$ cat config.mk
export PLATFORM = sky130hd
export DESIGN_NAME = lin_approx_accumulator
export DESIGN_NICKNAME = d
export VERILOG_FILES = /design/src/rtl/des_pkg.sv /design/src/rtl/parity_reduce.sv /design/src/rtl/lin_approx_accumulator.sv
export SDC_FILE = /design/constraint.sdc
export NUM_CORES = 1
export LEC_CHECK = 0
export BUFFER_PORTS_ARGS = -buffer_cell sky130_fd_sc_hd__buf_2
export CORE_ASPECT_RATIO = 1.4
export CORE_MARGIN = 3
export CORE_UTILIZATION = 55
export CTS_CLUSTER_SIZE = 40
export DETAILED_ROUTE_END_ITERATION = 16
export HOLD_SLACK_MARGIN = 0.15
export PLACE_DENSITY = 0.87
export SLEW_MARGIN = 25
export SYNTH_ARGS = -nofsm -noshare
export SYNTH_HDL_FRONTEND = slang
export SYNTH_SLANG_ARGS = --single-unit
$ cat constraint.sdc
create_clock -name clk -period 3.63 [get_ports clk]
set_clock_uncertainty 0.2 [all_clocks]
set_input_delay 0 -clock clk [delete_from_list [all_inputs] [get_ports clk]]
set_output_delay 0 -clock clk [all_outputs]
set_load 0.02 [all_outputs]
$ cat src/rtl/des_pkg.sv
// Shared widths and FSM encoding for the DES key-search datapath blocks.
package des_pkg;

    localparam int unsigned DATA_W = 64;
    localparam int unsigned CNT_W  = 48;

    typedef enum logic [1:0] {
        IDLE  = 2'd0,
        RUN   = 2'd1,
        DRAIN = 2'd2,
        DONE  = 2'd3
    } state_t;

endpackage

$ cat src/rtl/parity_reduce.sv
// Registered XOR reduction of a masked word to a single parity bit, with valid tag.
module parity_reduce #(
    parameter int unsigned DATA_W = 64
) (
    input  logic              clk,
    input  logic              rst,
    input  logic              flush,
    input  logic [DATA_W-1:0] data,
    input  logic              valid_in,
    output logic              parity,
    output logic              valid_out
);

    always_ff @(posedge clk) begin
        if (rst) begin
            parity    <= 1'b0;
            valid_out <= 1'b0;
        end else begin
            parity    <= ^data;
            valid_out <= flush ? 1'b0 : valid_in;
        end
    end

endmodule

$ cat src/rtl/lin_approx_accumulator.sv
// Evaluates parity(PT & pt_mask) ^ parity(CT & ct_mask) per sample and accumulates
// the number of samples where the approximation holds, then reports count and bias.
module lin_approx_accumulator
    import des_pkg::*;
#(
    parameter int unsigned DATA_W = des_pkg::DATA_W,
    parameter int unsigned CNT_W  = des_pkg::CNT_W
) (
    input  logic              clk,
    input  logic              rst,
    input  logic              start,
    input  logic [DATA_W-1:0] pt_mask,
    input  logic [DATA_W-1:0] ct_mask,
    input  logic [CNT_W-1:0]  num_samples,
    input  logic [DATA_W-1:0] plaintext_in,
    input  logic [DATA_W-1:0] ciphertext_in,
    input  logic              valid_in,
    output logic              ready_out,
    output logic [CNT_W-1:0]  count_out,
    output logic [CNT_W-1:0]  samples_out,
    output logic [CNT_W:0]    bias_out,
    output logic              done
);

    state_t              state;
    logic [DATA_W-1:0]   pt_mask_q;
    logic [DATA_W-1:0]   ct_mask_q;
    logic [CNT_W-1:0]    num_q;
    logic [DATA_W-1:0]   w_q;
    logic                v1;
    logic                p2;
    logic                v2;
    logic                accept;
    logic [CNT_W-1:0]    samples_inc;

    assign accept      = valid_in && ready_out;
    assign samples_inc = samples_out + CNT_W'(1);

    // Stage S2: parity of the masked word
    parity_reduce #(.DATA_W(DATA_W)) u_parity (
        .clk       (clk),
        .rst       (rst),
        .flush     (start),
        .data      (w_q),
        .valid_in  (v1),
        .parity    (p2),
        .valid_out (v2)
    );

    always_ff @(posedge clk) begin
        if (rst) begin
            state       <= IDLE;
            pt_mask_q   <= '0;
            ct_mask_q   <= '0;
            num_q       <= '0;
            w_q         <= '0;
            v1          <= 1'b0;
            ready_out   <= 1'b0;
            count_out   <= '0;
            samples_out <= '0;
            bias_out    <= '0;
            done        <= 1'b0;
        end else if (start) begin
            // Restart from any state; an in-flight sample or a coincident offer is dropped
            pt_mask_q   <= pt_mask;
            ct_mask_q   <= ct_mask;
            num_q       <= num_samples;
            w_q         <= '0;
            v1          <= 1'b0;
            count_out   <= '0;
            samples_out <= '0;
            done        <= 1'b0;
            if (num_samples == '0) begin
                state     <= DRAIN;
                ready_out <= 1'b0;
            end else begin
                state     <= RUN;
                ready_out <= 1'b1;
            end
        end else begin
            w_q <= (plaintext_in & pt_mask_q) ^ (ciphertext_in & ct_mask_q);
            v1  <= accept;
            if (v2 && !p2) begin
                count_out <= count_out + CNT_W'(1);
            end
            case (state)
                RUN: begin
                    if (accept) begin
                        samples_out <= samples_inc;
                        if (samples_inc == num_q) begin
                            state     <= DRAIN;
                            ready_out <= 1'b0;
                        end
                    end
                end
                DRAIN: begin
                    // Both stages empty means the last count update has landed
                    if (!v1 && !v2) begin
                        state    <= DONE;
                        done     <= 1'b1;
                        bias_out <= {count_out, 1'b0} - {1'b0, samples_out};
                    end
                end
                default: begin
                end
            endcase
        end
    end

endmodule
==> results of run 1 <==
==> through the flow <==
stage | setup slack, ns | std cells | cell area, um2 | hold slack (ns) | setup TNS (ns)
2_1_floorplan | 0.1929 | 2308 | 19530 | -0.05284 | 0
3_3_place_gp | -0.07458 | 3176 | 22480 | 0.03469 | -0.1928
3_5_place_dp | -0.1177 | 3176 | 22480 | 0.04167 | -0.2113
==> cells by family after synthesis <==
kind of cell | count (synthesis)
AND/OR/NAND/NOR | 928
flip-flops | 392
multiplexers | 179
XOR/XNOR | 312
adder cells (fa/ha/maj) | 51
AO/OA/AOI/OAI | 277
buffers and inverters | 169
==> run_results.csv, run 1 <==
group,metric,value,unit
yosys,ys.flop_type,"dfxtp_1",
yosys,yosysMostFrequentCell,"dfxtp_1",
cts,cts_setup_buffers,0,
placement,routabilityCongestion,0.9638,
yosys,synth_common_cells,"392 x dfxtp_1, 376 x nor2_1, 281 x nand2_1, 241 x xnor2_1, 179 x mux2i_1",
yosys,ys_seq_elements,392,
outcome,firstError,"[ERROR RSZ-0060] Max buffer count reached.",
yosys,syn-cell-area,19520,um2
placement,port_buffers,454,
cts,cts_hold_buf,650,
die,fp.dieH,228.9,um
cts,cts-htree-levels,2,
yosys,synth_cell_types,66,
yosys,synthAdderAreaFrac,3.307,%
outcome,status,"aborted with a tool error",
yosys,yosys_warnings,0,
cts,cts_resized,2,
yosys,synthMuxAreaShare,9.177,%
placement,hpwl,48130,um
yosys,synth-xor-area-share,14.00,%
yosys,synth_area_leader_cell,"dfxtp_1",
yosys,synth.area.top_cells,"dfxtp_1 40%, xnor2_1 11%, mux2i_1 9.2%",
yosys,synth_top_family_by_area,"simple AND/OR/NAND/NOR gates",
cts,root_buffer,"clkbuf_16",
cts,cts_buffer_depth,3,
yosys,netlist_instances,2308,
cts,cts_num_sinks,392,
cts,cts_made_buffers,39,
yosys,synth_compound_area_share,8.747,%
yosys,synth.avg_cell_area,8.460,um2
yosys,synth_edf_count,0,
die,rows,81,
yosys,ys_seq_area_share,40.19,%
outcome,haltStage,"clock tree synthesis",
die,die_x,165.2,um
die,io_pins,455,
yosys,synth_simple_gate_area_share,21.20,%
die,start_util,55.84,%
yosys,synth_top_area_share,40.19,%
yosys,synth.net_count,2667,
yosys,synthArstFlopShare,0,%
==> run 2: changes to the inputs <==
--- a/config.mk
+++ b/config.mk
@@ -6,13 +6,10 @@
 export NUM_CORES = 1
 export LEC_CHECK = 0
 export BUFFER_PORTS_ARGS = -buffer_cell sky130_fd_sc_hd__buf_2
-export CORE_ASPECT_RATIO = 1.4
 export CORE_MARGIN = 3
-export CORE_UTILIZATION = 55
-export CTS_CLUSTER_SIZE = 40
+export CORE_UTILIZATION = 40
 export DETAILED_ROUTE_END_ITERATION = 16
-export HOLD_SLACK_MARGIN = 0.15
-export PLACE_DENSITY = 0.87
+export PLACE_DENSITY_LB_ADDON = 0.15
 export SLEW_MARGIN = 25
 export SYNTH_ARGS = -nofsm -noshare
 export SYNTH_HDL_FRONTEND = slang
==> run 2 against run 1 <==
The flow now finishes without violations. Synthesized cell count did not move. Area after synthesis unchanged.
==> run_results.csv, run 2 <==
group,metric,value,unit
outcome,status,"completed",
layout,num-fill-cells,3879,
die,io_pins,455,
cts,path_clk_slew,0.06,ns
pwr,leakagePower,12.45,nW
route,vias,20570,
route,detail_route.vias_per_cell,5.280,
die,die-area,51500,um2
timing,fin_ws,0.1801,ns
yosys,synth_edf_count,0,
cts,root_buffer,"clkbuf_16",
route,first_iter_violations,1565,
pwr,p_per_area,370.4,nW/um2
timing,period_minus_slack,3.450,ns
layout,syn_to_final_growth,48.02,%
pwr,ir_worst_vdd,0.0003206,V
layout,drive_above_1_share,18.72,%
placement,port_buffers,454,
yosys,netlist_instances,2308,
critical_path,slowest_delay,0.37,ns
cts,cts-htree-levels,2,
route,remaining_drc_errors,0,
cts,cts_setup_buffers,0,
die,start_util,40.72,%
yosys,synth_cell_types,66,
yosys,synth_top_area_share,40.19,%
yosys,synth_common_cells,"392 x dfxtp_1, 376 x nor2_1, 281 x nand2_1, 241 x xnor2_1, 179 x mux2i_1",
grt,grt-ovfl-total,0,
die,fp.dieH,226.9,um
cts,cts_tree,"built",
yosys,synthArstFlopShare,0,%
yosys,syn-cell-area,19520,um2
yosys,ys_seq_elements,392,
layout,utilization,60.28,%
yosys,yosys_warnings,0,
yosys,synth_area_leader_cell,"dfxtp_1",
grt,grt_max_degree,94,
timing,tightestPinTransition,1.026,ns
route,wl,77350,um
die,rows,80,
critical_path,critPathCaptureType,"flop",
yosys,yosysMostFrequentCell,"dfxtp_1",
layout,reg.largest.list,"ct_mask_q x64, pt_mask_q x64, w_q x64",
critical_path,critical_path_class,"reg -> reg",
grt,grt_pass1_wl,118300,um
timing,fmax,289.9,MHz
timing,rsz0062_at_grt,"false",
layout,stdcell_area,28900,um2
cts,cts_num_sinks,392,
die,core_region_area,47950,um2
timing,finalCritPeriodShare,95.04,%
grt,track_usage,29.26,%
route,firstDrtPassIters,6,
timing,final-hold-violation-count,0,
critical_path,required,3.87,ns
job,maxCapViolCount,0,
critical_path,cp_max_fo,4,
yosys,synth.avg_cell_area,8.460,um2
yosys,synth.net_count,2667,
timing,slew_viol_final,0,
placement,pre_cts_ws,0.1098,ns
cts,cts_made_buffers,44,
timing,setup_viol,0,
yosys,ys.flop_type,"dfxtp_1",
grt,grt_antenna_before_repair,19,
layout,final_common_cell,"dlygate4sd3_1",
critical_path,cpMaxStageDelayCell,"or3_1",
yosys,ys_seq_area_share,40.19,%
critical_path,crit_chain,"inv_1 -> ha_1 -> nor2b_2 -> o2111ai_1 -> a2111oi_2 -> buf_4 -> o21bai_1 -> a21oi_2 -> buf_4 -> o2111ai_1 -> a21oi_1 -> or3_1 -> xor2_1 -> a21oi_1",
cts,cts_buffer_depth,3,
route,post_drt_wl_per_cell,19.85,um
layout,nets,3585,
route,ant_nets,0,
timing,setup_tns,0,ns
grt,grt_pass1_vias,21105,
timing,slew-limit-headroom,31.62,%
min_path,hold_path_class,"in -> reg",
cts,clk_latency,0.59,ns
layout,final_cell_mix,"459 x dlygate4sd3_1, 452 x buf_2, 392 x dfxtp_1",
pwr,power.total,10.70,mW
yosys,synth.area.top_cells,"dfxtp_1 40%, xnor2_1 11%, mux2i_1 9.2%",
placement,postPlaceCellArea,22690,um2
critical_path,critPathLaunchType,"flop",
die,die_x,226.9,um
placement,routabilityCongestion,0.9318,
placement,hpwl,49890,um
critical_path,arrival,3.69,ns
[run 2: cell counts after synthesis]
No cell type changed its count.
[run 2: routing by layer]
layer / share of wire, % / global-route usage, % / vias to the layer above
met2: 48 / 50.51 / 963
li1: - / - / 9664
met4: 5.4 / 15.16 / 8
met5: 0.052 / 0 / -
met1: 39 / 34.25 / 9651
met3: 7.2 / 6.306 / 284
[run 2: area by class of cell]
| class | instances | area [um2] | area share [%] |
|---|---|---|---|
| multi-input cells | 1747 | 11070 | 38.30 |
| flip-flops and latches | 392 | 7848 | 27.15 |
| repair buffers | 975 | 7386 | 25.56 |
| clock buffers | 65 | 1320 | 4.567 |
| well taps | 615 | 769.5 | 2.662 |
| inverters | 66 | 247.7 | 0.8572 |
| clock inverters | 14 | 206.4 | 0.7143 |
| diodes | 22 | 55.05 | 0.1905 |
[run 2: logic make-up (layout without fill, tap and decap cells)]
kind of cell | after synthesis | after routing | synth area share, %
AND/OR/NAND/NOR | 928 | 928 | 21.20
flip-flops | 392 | 392 | 40.19
XOR/XNOR | 312 | 312 | 14.00
AO/OA/AOI/OAI | 277 | 277 | 8.747
multiplexers | 179 | 179 | 9.177
buffers and inverters | 169 | 1120 | 3.384
adder cells (fa/ha/maj) | 51 | 51 | 3.307
other | 0 | 22 | 0
[run 2: worst max-delay path, delay by kind of cell (launching register included)]
kind                       cells  cell delay [ns]
xor gates and xnor gates       1             0.15
adders and majority gates      1             0.33
and+or+nand+nor                2             0.56
AOI/OAI and AO/OA              7             1.33
DFF                            1             0.33
buffers and inverters          3             0.41
[run 2: repair_timing]
action,4_1_cts,5_1_grt
resized for setup,0,9
hold buffers,459,0
endpoints found under the setup margin,0,14
endpoints found under the hold margin,307,0
[run 2: per-stage QoR]
step	instances	hold WS [ns]
detailed placement	3336	0.04389
global route	3886	0.04158
floorplan	2308	-0.05284
finish	3896	0.03326
CTS	3874	0.0001686
global placement	3336	0.03412
[run 2: worst paths after layout]
kind | end | from | cells after the start | slack [ns]
worst min-delay path | num_q[43] | num_samples[43] | 4 | 0.03
worst min register to register | u_parity.valid_out | v1 | 2 | 0.24
worst max register to register | bias_out[48] | samples_out[2] | 14 | 0.18
worst max-delay path | bias_out[48] | samples_out[2] | 14 | 0.18
[run 2: power breakdown]
part | internal, mW | switching (mW) | leakage [nW]
Combinational | 0.786 | 0.612 | 8.50
Clock | 2.82 | 1.94 | 0.753
Sequential | 4.45 | 0.105 | 3.20
(Power assumes the default switching activity.)
==> run 3: changes to the inputs <==
--- a/config.mk
+++ b/config.mk
@@ -13,4 +13,5 @@
 export SLEW_MARGIN = 25
 export SYNTH_ARGS = -nofsm -noshare
 export SYNTH_HDL_FRONTEND = slang
+export SYNTH_HIERARCHICAL = 1
 export SYNTH_SLANG_ARGS = --single-unit
==> run 3 against run 2 <==
Combinational power is 9% higher. Worst hold slack improved by 0.0093 ns. Via count up 2.6%. Setup slack worse by 0.093 ns. Critical path type unchanged. Highest routed layer unchanged.
==> run_results.csv, run 3 <==
group,metric,value,unit
timing,period_minus_slack,3.543,ns
timing,finalCritPeriodShare,97.61,%
critical_path,crit_start,"samples_out[7]",
timing,setup_viol,0,
pwr,p_comb_share,14.1,%
timing,fmax,282.2,MHz
die,rows,80,
yosys,ys_seq_elements,392,
route,wl,80650,um
yosys,synth.net_count,2666,
pwr,clkPwrFrac,43.9,%
yosys,synth_area_leader_cell,"dfxtp_1",
grt,grt_antenna_before_repair,9,
yosys,synthArstFlopShare,0,%
grt,grt_max_degree,119,
outcome,status,"completed",
yosys,synth_edf_count,0,
placement,hpwl,51140,um
critical_path,required,3.83,ns
layout,final_cell_mix,"599 x dlygate4sd3_1, 452 x buf_2, 391 x nor2_1",
min_path,holdPathStages,4,
critical_path,reg2reg_depth,11,
route,ant_nets,0,
timing,final-hold-violation-count,0,
placement,port_buffers,454,
timing,setup_tns,0,ns
job,maxCapViolCount,0,
cts,root_buffer,"clkbuf_16",
cts,path_clk_slew,0.06,ns
critical_path,critPathCaptureType,"flop",
layout,reg.largest.list,"ct_mask_q x64, pt_mask_q x64, w_q x64",
placement,dp_cells,3350,
timing,hold_slack,0.04256,ns
die,die-area,51560,um2
grt,grt-ovfl-total,0,
die,fp.dieH,227.1,um
die,start_util,40.69,%
route,post_drt_wl_per_cell,19.99,um
pwr,power.internal,8.198,mW
layout,final_common_cell,"dlygate4sd3_1",
cts,clk_latency,0.58,ns
pwr,swShare,24.42,%
critical_path,critPathLaunchType,"flop",
die,core_region_area,48050,um2
timing,tightestPinTransition,0.8896,ns
die,die_x,227.1,um
pwr,ir_worst_vdd,0.0004097,V
yosys,yosys_warnings,6,
layout,syn_to_final_growth,55.91,%
critical_path,critical_path_class,"reg -> reg",
layout,drive_above_1_share,19.10,%
grt,grt_pass1_vias,22151,
cts,cts_tree,"built",
critical_path,r2r_slack,0.09,ns
layout,instances_no_fill,4035,
yosys,syn-cell-area,19550,um2
timing,slew-limit-headroom,40.69,%
pwr,leakagePower,13.29,nW
yosys,synth_top_family_by_area,"simple AND/OR/NAND/NOR gates",
timing,slew_viol_final,0,
cts,cts-htree-levels,2,
cts,cts_made_buffers,44,
yosys,synth.area.top_cells,"dfxtp_1 40%, xnor2_1 11%, mux2i_1 9.2%",
route,remaining_drc_errors,0,
yosys,ys_seq_area_share,40.14,%
yosys,synth_common_cells,"392 x dfxtp_1, 391 x nor2_1, 281 x nand2_1, 252 x xnor2_1, 179 x mux2i_1",
yosys,synthAdderAreaFrac,3.303,%
yosys,yosysMostFrequentCell,"dfxtp_1",
route,detail_route.vias_per_cell,5.232,
placement,routabilityCongestion,0.9353,
critical_path,arrival,3.74,ns
placement,pre_cts_ws,0.07054,ns
layout,utilization,63.43,%
min_path,hold_path_class,"in -> reg",
pwr,power.total,10.85,mW
pwr,power.switching,2.649,mW
die,io_pins,455,
critical_path,r2r_start,"samples_out[7]",
yosys,synth_top_area_share,40.14,%
route,first_iter_violations,1250,
timing,fin_ws,0.08687,ns
cts,cts_buffer_depth,3,
yosys,synth_simple_gate_area_share,21.83,%
yosys,netlist_instances,2307,
yosys,synthMuxAreaShare,9.165,%
cts,cts_num_sinks,392,
grt,track_usage,30.23,%
yosys,synth_cell_types,71,
yosys,synth.avg_cell_area,8.474,um2
yosys,ys.flop_type,"dfxtp_1",
yosys,synth-xor-area-share,14.02,%
yosys,synth_compound_area_share,7.981,%
route,vias,21110,
route,firstDrtPassIters,5,
grt,grt_pass1_wl,122100,um
critical_path,cp_max_fo,8,
min_path,hold_start,"pt_mask[6]",
layout,stdcell_area,30480,um2
pwr,p_seq_share,42.0,%
placement,postPlaceCellArea,22790,um2
layout,nets,3741,
pwr,p_per_area,355.9,nW/um2
## run 3: cell count changes in the layout (fill, tap and decap cells not counted), sizes merged, moves of 11 or more
cell / before / now
diode: 22 / 7
a21o: 36 / 14
a21oi: 102 / 114
xnor2: 241 / 252
nor2: 376 / 391
dlygate4sd3: 459 / 599
buf: 516 / 529
## run 3: cell families after synthesis
kind of cell / after synthesis
and+or+nand+nor: 939
DFF: 392
buffers and inverters: 175
adders and majority gates: 51
xor gates and xnor gates: 313
muxes: 179
AOI/OAI and AO/OA: 258
## run 3: power by group through the flow
stage / logic (mW) / clock network [mW] / registers, mW
global route: 1.63 / 5.00 / 4.56
CTS: 1.43 / 4.83 / 4.54
global placement: 0.867 / 0 / 4.63
finish: 1.53 / 4.76 / 4.56
detailed placement: 0.884 / 0 / 4.63
floorplan: 0.554 / 0 / 4.61
## run 3: timing repair
item                                    in CTS  in global routing
resized for setup                            0                 25
endpoints found under the hold margin      288                  0
hold buffers                               599                  0
endpoints found under the setup margin       0                 17
setup buffers                                0                  1
## run 3: cell type report
class                   count  area [um2]
fillers                  3730       17570
repair buffers           1128        8905
clock buffers              58        1244
diodes                      7       17.52
flip-flops and latches    392        7854
inverters                  76       285.3
multi-input cells        1740       11120
clock inverters            19       285.3
well taps                 615       769.5
## run 3: worst paths after layout
path                        to
setup / recovery      state[0]
hold / removal    pt_mask_q[6]
setup reg to reg      state[0]
hold reg to reg    bias_out[3]
## run 3: metal layers
layer	track usage, %	wire length [um]	vias up
met1	33.53	30680	10074
met5	0	36	-
met2	55.47	40770	879
met4	15.08	4203	6
li1	-	-	9902
met3	5.506	4953	249
## run 3: critical path, cell delays in order, from the launching register on
cell	delay, ns
dfxtp_1	0.44
buf_4	0.20
and2_2	0.28
nand3_1	0.16
o41ai_1	0.51
nand4_1	0.16
nor4_1	0.42
buf_4	0.19
nand4_1	0.09
or4_4	0.47
o21bai_1	0.14
a221oi_1	0.10
